`config.mk`:
```
export PLATFORM = sky130hd
export DESIGN_NAME = dffx_load_sched_flat
export DESIGN_NICKNAME = d
export VERILOG_FILES = /design/src/rtl/dffx_load_sched_pkg.sv /design/src/rtl/dffx_load_sched_if.sv /design/src/rtl/dffx_load_sched_rr_arbiter.sv /design/src/rtl/dffx_load_sched.sv /design/src/flat_wrapper.sv
export SDC_FILE = /design/constraint.sdc
export NUM_CORES = 1
export LEC_CHECK = 0
export BUFFER_PORTS_ARGS = -buffer_cell sky130_fd_sc_hd__buf_2
export CORE_ASPECT_RATIO = 1.75
export CORE_MARGIN = 2
export CORE_UTILIZATION = 43
export DETAILED_ROUTE_END_ITERATION = 10
export PLACE_DENSITY = 0.81
export SYNTH_ARGS = -nofsm -noshare
export SYNTH_HDL_FRONTEND = slang
export SYNTH_SLANG_ARGS = --single-unit
```
`constraint.sdc`:
```
create_clock -name CK -period 2.4 [get_ports CK]
set_clock_uncertainty 0.2 [all_clocks]
set_input_delay 0.48 -clock CK [delete_from_list [all_inputs] [get_ports CK]]
set_output_delay 0.48 -clock CK [all_outputs]
set_load 0.01 [all_outputs]
```
`src/rtl/dffx_load_sched_pkg.sv`:
```
`default_nettype none
// ============================================================================
// Module   : dffx_sched_pkg
// Brief    : Shared types and helpers for the DFFx load scheduler.
// Revision : 1.0 - initial release
// ============================================================================
package dffx_sched_pkg;

    // Scheduler sequence: pick requester, load register, wait for clean flags,
    // report completion.
    typedef enum logic [1:0] {
        IDLE   = 2'd0,
        LOAD   = 2'd1,
        SETTLE = 2'd2,
        DONE   = 2'd3
    } state_e;

    // Width able to hold every count value from 0 up to and including max_wait.
    function automatic int cnt_w(input int max_wait);
        return $clog2(max_wait + 1);
    endfunction

endpackage
`default_nettype wire

```
`src/rtl/dffx_load_sched_if.sv`:
```
`default_nettype none
// ============================================================================
// Module   : dffx_load_sched_if
// Brief    : Requester bus plus capture-register side-band of the scheduler.
//            master = requesters / capture register, slave = scheduler.
// Revision : 1.0 - initial release
// ============================================================================
interface dffx_load_sched_if #(
    parameter int N = 4,
    parameter int W = 8
);
    logic [N-1:0]   req;
    logic [N*W-1:0] data;
    logic [N-1:0]   ack;
    logic           err;
    logic [W-1:0]   rdata;
    logic           busy;
    logic [W-1:0]   cap_d;
    logic           cap_v;
    logic [W-1:0]   cap_q;
    logic           cap_m;
    logic           cap_t;

    modport master (
        output req, data, cap_q, cap_m, cap_t,
        input  ack, err, rdata, busy, cap_d, cap_v
    );

    modport slave (
        input  req, data, cap_q, cap_m, cap_t,
        output ack, err, rdata, busy, cap_d, cap_v
    );
endinterface
`default_nettype wire

```
`src/rtl/dffx_load_sched_rr_arbiter.sv`:
```
`default_nettype none
// ============================================================================
// Module   : rr_arbiter
// Brief    : Combinational round-robin pick: first asserted request found
//            searching from i_ptr upwards, wrapping N-1 -> 0.
// Revision : 1.0 - initial release
// ============================================================================
module rr_arbiter #(
    parameter int N  = 4,
    parameter int IW = $clog2(N)
) (
    input  wire logic [N-1:0]  i_req,
    input  wire logic [IW-1:0] i_ptr,
    output logic      [N-1:0]  o_grant,
    output logic      [IW-1:0] o_grant_idx,
    output logic               o_any
);

    // Scan priority from lowest to highest so the entry closest to i_ptr is written last and wins.
    always_comb begin
        int j;
        o_grant     = '0;
        o_grant_idx = '0;
        o_any       = 1'b0;
        j           = 0;
        for (int k = N - 1; k >= 0; k--) begin
            j = int'(i_ptr) + k;
            if (j >= N) begin
                j = j - N;
            end
            if (i_req[j]) begin
                o_any       = 1'b1;
                o_grant_idx = IW'(j);
            end
        end
        o_grant[o_grant_idx] = o_any;
    end

endmodule
`default_nettype wire

```
`src/rtl/dffx_load_sched.sv`:
```
`default_nettype none
// ============================================================================
// Module   : dffx_load_sched
// Brief    : Round-robin scheduler time-sharing one X-aware capture register
//            among N requesters. Each grant loads the register for one cycle,
//            waits for SETTLE_CYC consecutive clean M/T cycles (or MAX_WAIT
//            timeout) and returns the captured value with a one-cycle ack.
// Revision : 1.0 - initial release
// ============================================================================
module dffx_load_sched
    import dffx_sched_pkg::*;
#(
    parameter int N          = 4,
    parameter int W          = 8,
    parameter int SETTLE_CYC = 2,
    parameter int MAX_WAIT   = 16
) (
    input  wire logic         CK,
    input  wire logic         RS,
    dffx_load_sched_if.slave  bus
);

    localparam int c_IW = $clog2(N);
    localparam int c_CW = cnt_w(MAX_WAIT);

    localparam logic [c_CW-1:0] c_SETTLE = c_CW'(SETTLE_CYC);
    localparam logic [c_CW-1:0] c_MAXW   = c_CW'(MAX_WAIT);
    localparam logic [c_CW-1:0] c_CNT1   = c_CW'(1);
    localparam logic [c_IW-1:0] c_LAST   = c_IW'(N - 1);
    localparam logic [c_IW-1:0] c_IDX1   = c_IW'(1);

    state_e          state_q, state_d;
    logic [c_IW-1:0] ptr_q, ptr_d;
    logic [c_IW-1:0] grant_q, grant_d;
    logic [N-1:0]    grant_oh_q, grant_oh_d;
    logic [c_CW-1:0] clean_cnt_q, clean_cnt_d;
    logic [c_CW-1:0] wait_cnt_q, wait_cnt_d;
    logic [W-1:0]    rdata_q, rdata_d;
    logic            err_q, err_d;

    logic [N-1:0]    w_arb_oh;
    logic [c_IW-1:0] w_arb_idx;
    logic            w_arb_any;
    logic [N-1:0]    w_ack;
    logic            w_cap_v;
    logic [W-1:0]    w_cap_d;

    rr_arbiter #(
        .N  (N),
        .IW (c_IW)
    ) u_arb (
        .i_req       (bus.req),
        .i_ptr       (ptr_q),
        .o_grant     (w_arb_oh),
        .o_grant_idx (w_arb_idx),
        .o_any       (w_arb_any)
    );

    // State, pointer, counters and result registers.
    always_ff @(posedge CK) begin
        if (RS) begin
            state_q     <= IDLE;
            ptr_q       <= '0;
            grant_q     <= '0;
            grant_oh_q  <= '0;
            clean_cnt_q <= '0;
            wait_cnt_q  <= '0;
            rdata_q     <= '0;
            err_q       <= 1'b0;
        end else begin
            state_q     <= state_d;
            ptr_q       <= ptr_d;
            grant_q     <= grant_d;
            grant_oh_q  <= grant_oh_d;
            clean_cnt_q <= clean_cnt_d;
            wait_cnt_q  <= wait_cnt_d;
            rdata_q     <= rdata_d;
            err_q       <= err_d;
        end
    end

    // Next-state logic and the capture-register / ack drive for the current state.
    always_comb begin
        state_d     = state_q;
        ptr_d       = ptr_q;
        grant_d     = grant_q;
        grant_oh_d  = grant_oh_q;
        clean_cnt_d = clean_cnt_q;
        wait_cnt_d  = wait_cnt_q;
        rdata_d     = rdata_q;
        err_d       = err_q;
        w_ack       = '0;
        w_cap_v     = 1'b0;
        w_cap_d     = '0;

        case (state_q)
            IDLE: begin
                if (w_arb_any) begin
                    grant_d    = w_arb_idx;
                    grant_oh_d = w_arb_oh;
                    state_d    = LOAD;
                end
            end
            LOAD: begin
                // Data is committed here; later req/data changes cannot affect the result.
                w_cap_v     = 1'b1;
                w_cap_d     = bus.data[int'(grant_q) * W +: W];
                clean_cnt_d = '0;
                wait_cnt_d  = '0;
                state_d     = SETTLE;
            end
            SETTLE: begin
                wait_cnt_d  = wait_cnt_q + c_CNT1;
                clean_cnt_d = (bus.cap_m | bus.cap_t) ? '0 : clean_cnt_q + c_CNT1;
                // Success is tested first so it wins when both limits land together.
                if (clean_cnt_d == c_SETTLE) begin
                    rdata_d = bus.cap_q;
                    err_d   = 1'b0;
                    state_d = DONE;
                end else if (wait_cnt_d == c_MAXW) begin
                    rdata_d = '0;
                    err_d   = 1'b1;
                    state_d = DONE;
                end
            end
            DONE: begin
                w_ack   = grant_oh_q;
                ptr_d   = (grant_q == c_LAST) ? '0 : grant_q + c_IDX1;
                state_d = IDLE;
            end
            default: begin
                state_d = IDLE;
            end
        endcase
    end

    assign bus.ack   = w_ack;
    assign bus.err   = err_q;
    assign bus.rdata = rdata_q;
    assign bus.busy  = (state_q != IDLE);
    assign bus.cap_v = w_cap_v;
    assign bus.cap_d = w_cap_d;

endmodule
`default_nettype wire
```
`src/flat_wrapper.sv`:
```
// flat-port wrapper written by rule: the top's interface ports become plain ports
module dffx_load_sched_flat import dffx_sched_pkg::*;
#(
    parameter int N          = 4,
    parameter int W          = 8,
    parameter int SETTLE_CYC = 2,
    parameter int MAX_WAIT   = 16
)
  (CK, RS, bus_req, bus_data, bus_cap_q, bus_cap_m, bus_cap_t, bus_ack, bus_err, bus_rdata, bus_busy, bus_cap_d, bus_cap_v);
  dffx_load_sched_if #(.N(N), .W(W)) bus_i ();
  input  wire logic CK;
  input  wire logic RS;
  input wire logic [$bits(bus_i.req)-1:0] bus_req;
  input wire logic [$bits(bus_i.data)-1:0] bus_data;
  input wire logic [$bits(bus_i.cap_q)-1:0] bus_cap_q;
  input wire logic [$bits(bus_i.cap_m)-1:0] bus_cap_m;
  input wire logic [$bits(bus_i.cap_t)-1:0] bus_cap_t;
  output wire logic [$bits(bus_i.ack)-1:0] bus_ack;
  output wire logic [$bits(bus_i.err)-1:0] bus_err;
  output wire logic [$bits(bus_i.rdata)-1:0] bus_rdata;
  output wire logic [$bits(bus_i.busy)-1:0] bus_busy;
  output wire logic [$bits(bus_i.cap_d)-1:0] bus_cap_d;
  output wire logic [$bits(bus_i.cap_v)-1:0] bus_cap_v;
  assign bus_i.req = bus_req;
  assign bus_i.data = bus_data;
  assign bus_i.cap_q = bus_cap_q;
  assign bus_i.cap_m = bus_cap_m;
  assign bus_i.cap_t = bus_cap_t;
  assign bus_ack = bus_i.ack;
  assign bus_err = bus_i.err;
  assign bus_rdata = bus_i.rdata;
  assign bus_busy = bus_i.busy;
  assign bus_cap_d = bus_i.cap_d;
  assign bus_cap_v = bus_i.cap_v;
  dffx_load_sched #(.N(N), .W(W), .SETTLE_CYC(SETTLE_CYC), .MAX_WAIT(MAX_WAIT)) u_core (.CK(CK), .RS(RS), .bus(bus_i));
endmodule
```
==> Flow_metrics.wiki <==
{| class="wikitable"
! Metric !! Value
|-
| Synth Flop Type || sky130_fd_sc_hd__dfxtp_1
|-
| Final number of max-transition violations || 0
|-
| Hpwl dp || 2.986 mm
|-
| Clock tree from TritonCTS || yes
|-
| Total negative slack || 0 ns
|-
| Worst-path cell chain || buf_6, mux4_2, and2_1, buf_2
|-
| Proportion of register bits with asynchronous set or reset after synthesis || 0
|-
| Overall overflow remaining after global route || 0
|-
| Area Growth Syn to Fin || 28.88%
|-
| Fraction of power spent switching nets || 0.3372
|-
| Vias after detailed routing || 1635
|-
| Number of sinks handled by clock tree synthesis || 29
|-
| DRC violations left || 0
|-
| CTS max path bufs || 2
|-
| Number of hold-slack violations in the final timing report || 0
|-
| Core area || 3829 sq um
|-
| Combinational fraction of design power || 0.356
|-
| Register share of total power || 0.364
|-
| Number of cells traversed by the worst register-to-register path || 6
|-
| Number of global-route vias before repair || 1486
|-
| Peak supply drop || 0.0005972 V
|-
| Number of stages on the worst hold path || 2
|-
| Total Routed Length || 3.792 mm
|-
| Post-synth net total || 239
|-
| Placement row count || 30
|-
| Setup violations, final || 0
|-
| Placed Area || 2067 sq um
|-
| Setup slack of the worst register-to-register path || 0.29 ns
|-
| Wire length of the first global-routing pass || 6.237 mm
|-
| Count of pins on the block boundary || 71
|-
| Clock transition at the registers of the reported paths || 0.06 ns
|-
| Critical path required time || 1.72 ns
|-
| Source of the worst hold timing path || bus_cap_q[6]
|-
| Clock network power share || 0.279
|-
| Worst Setup Start Kind || flop
|-
| Leakage || 0.0009717 uW
|-
| CP endpoint kind || output pin
|-
| Worst Path Arrival || 1.64 ns
|-
| Worst setup path endpoint || bus_cap_d[0]
|-
| Netlist Area Pre-Place || 1685 sq um
|-
| Number of synthesized flops with an enable pin || 0
|-
| ANT cells || 0
|-
| Aggregate global-route resource usage || 0.1819
|-
| Pint || 1028 uW
|-
| Slew at the pin with the worst max-slew slack || 0.4420 ns
|-
| Die footprint || 4456 sq um
|-
| Fin nets || 310
|-
| Final Critical Period || 2.319 ns
|-
| Synth unique cells || 43
|-
| Number of filler instances in the final layout || 368
|-
| Initial core utilization || 0.4402
|-
| Average vias per placed instance || 5.378
|-
| Routability Congestion || 0.7912
|-
| Pin count of the biggest net entering global routing || 23
|-
| Commonest non-fill, non-tap cell in the layout || sky130_fd_sc_hd__buf_2
|-
| Antenna violations before repair || 0
|-
| Drt wl/cell || 12.47 um
|-
| Seq/Total Area, Yosys || 0.3445
|-
| Power density over the cells || 714.3 nW/um^2
|-
| Total clock buffers created by CTS || 5
|-
| Path class of the lowest-slack min-delay path || in2reg
|-
| Count of buffers added by post-CTS timing repair for setup || 0
|-
| Crit-path max cell delay || 0.51 ns
|-
| Outcome || completed
|-
| Worst relative slew slack || 0.7053
|-
| RSZ-0062 raised after global routing || no
|-
| CTS H-tree depth || 2
|-
| Buffer cell driving the clock tree root || sky130_fd_sc_hd__clkbuf_8
|-
| Hold slack final || 0.2071 ns
|-
| Final critical-path setup slack || 0.08148 ns
|-
| Total of warnings raised by yosys || 0
|-
| Origin of the critical flop-to-flop path || u_core.state_q[0]
|-
| Worst-skew pair later-pin latency || 0.28 ns
|-
| Synthesized flop and latch total || 29
|-
| Commonest non-fill, non-tap cells in the layout || sky130_fd_sc_hd__buf_2, sky130_fd_sc_hd__dfxtp_1, sky130_fd_sc_hd__nand2_1
|-
| Average footprint of a synthesized cell || 9.160 sq um
|-
| Switching component of the power || 523.2 uW
|-
| Post-synthesis instance total || 184
|-
| Startpoint-to-endpoint class of the critical path || reg2out
|-
| Width of the die || 51.33 um
|-
| Fraction of final layout cells with drive strength greater than 1 || 0.3828
|-
| Highest attainable clock frequency || 431.3 MHz
|-
| Worst Path Max Fanout || 8
|-
| Number of maximum-capacitance violations || 0
|-
| First drt pass iteration count || 4
|-
| Number of nets still failing antenna checks after routing || 0
|-
| Post-placement worst setup slack || 0.2789 ns
|-
| Crit share post-route || 0.9660
|-
| Slowest-stage cell, CP || sky130_fd_sc_hd__mux4_2
|-
| Height of the die || 86.82 um
|-
| CP startpoint || u_core.grant_q[0]
|-
| Layout Cell Area excl Fill || 2172 sq um
|-
| # port buffers || 70
|-
| Reg2Reg Capture Point || u_core.clean_cnt_q[4]
|-
| Iteration-0 DRC count of the detailed router || 20
|}
[cells in the mapped netlist, drive strengths merged, types with 2 or more instances]
| cell type | instances | area share |
|---|---|---|
| a22o | 8 | 0.042 |
| a31oi | 2 | 0.011 |
| nor2 | 17 | 0.038 |
| buf | 6 | 0.022 |
| a21oi | 16 | 0.052 |
| ha | 7 | 0.052 |
| mux4 | 8 | 0.11 |
| o22ai | 2 | 0.0074 |
| nand2 | 22 | 0.049 |
| xnor2 | 2 | 0.010 |
| clkbuf | 2 | 0.0045 |
| o221ai | 2 | 0.010 |
| nor3 | 5 | 0.024 |
| dfxtp | 29 | 0.34 |
| and2 | 13 | 0.048 |
| mux2i | 4 | 0.024 |
| o21ai | 2 | 0.0059 |
| nand3 | 8 | 0.024 |
| or3 | 3 | 0.014 |
| inv | 10 | 0.022 |
[area by class of cell]
| type | instances | area [sq um] | share of cell area |
|---|---|---|---|
| multi-input cells | 137 | 1023 | 0.4712 |
| flip-flops and latches | 29 | 580.6 | 0.2673 |
| repair buffers | 72 | 369.1 | 0.1699 |
| clock buffers | 7 | 96.34 | 0.04435 |
| well taps | 48 | 60.06 | 0.02765 |
| inverters | 10 | 37.54 | 0.01728 |
| clock inverters | 1 | 5.005 | 0.002304 |
[per-layer routing]
layer	track usage	part of all wire	wire (um)	vias up
met5	0	0	0	-
met4	0.07416	0.021	79	0
met3	0.05345	0.10	384	8
met2	0.3424	0.52	1979	71
met1	0.1794	0.36	1348	748
li1	-	-	-	808
[flip-flops by register name (all words and copies together), names as in the netlist]
signal	count
u_core.bus.err	1
u_core.bus.rdata	8
u_core.clean_cnt_q	5
u_core.grant_oh_q	4
u_core.grant_q	2
u_core.ptr_q	2
u_core.state_q	2
u_core.wait_cnt_q	5
[critical path: cells and delay by family (launching register included)]
| kind | cells | cell delay [ns] |
|---|---|---|
| and+or+nand+nor | 1 | 0.16 |
| muxes | 1 | 0.51 |
| DFF | 1 | 0.38 |
| buffers and inverters | 2 | 0.31 |
[cells by family after synthesis]
family / count (synthesis) / share of synthesized area
compound gates: 42 / 0.1908
mux: 12 / 0.1307
simple gates: 74 / 0.2235
xor+xnor: 2 / 0.01040
flops: 29 / 0.3445
fa+ha+maj: 7 / 0.05196
buf+inv: 18 / 0.04826
[timing repair]
| action | CTS | global route |
|---|---|---|
| resized for setup | 0 | 1 |
| hold buffers | 0 | 0 |
| setup endpoints to repair | 0 | 8 |
[worst min-delay path by stage]
stage | endpoint | slack [ns]
finish | u_core.bus.rdata[6] | 0.21
global route | u_core.bus.rdata[6] | 0.20
CTS | u_core.bus.rdata[6] | 0.20
detailed placement | u_core.grant_oh_q[0] | 0.24
global placement | u_core.grant_oh_q[0] | 0.24
floorplan | u_core.grant_oh_q[0] | 0.23
[stage by stage]
| stage | total power, uW | utilization | instances |
|---|---|---|---|
| after floorplan | 963.6 | - | 184 |
| after global placement | 1115 | 0.5399 | 296 |
| after detailed placement | 1131 | 0.5399 | 296 |
| after CTS | 1573 | 0.5663 | 304 |
| after global routing | 1667 | 0.5673 | 304 |
| final | 1552 | 0.5673 | 304 |
[power by group through the flow]
stage          sequential [uW]  combinational (uW)  clock (uW)
4_1_cts                    565                 556         451
6_report                   565                 553         434
5_1_grt                    574                 620         473
3_3_place_gp               573                 542           0
2_1_floorplan              557                 406           0
3_5_place_dp               575                 555           0
No activity file was read; power rests on OpenSTA's default activity.
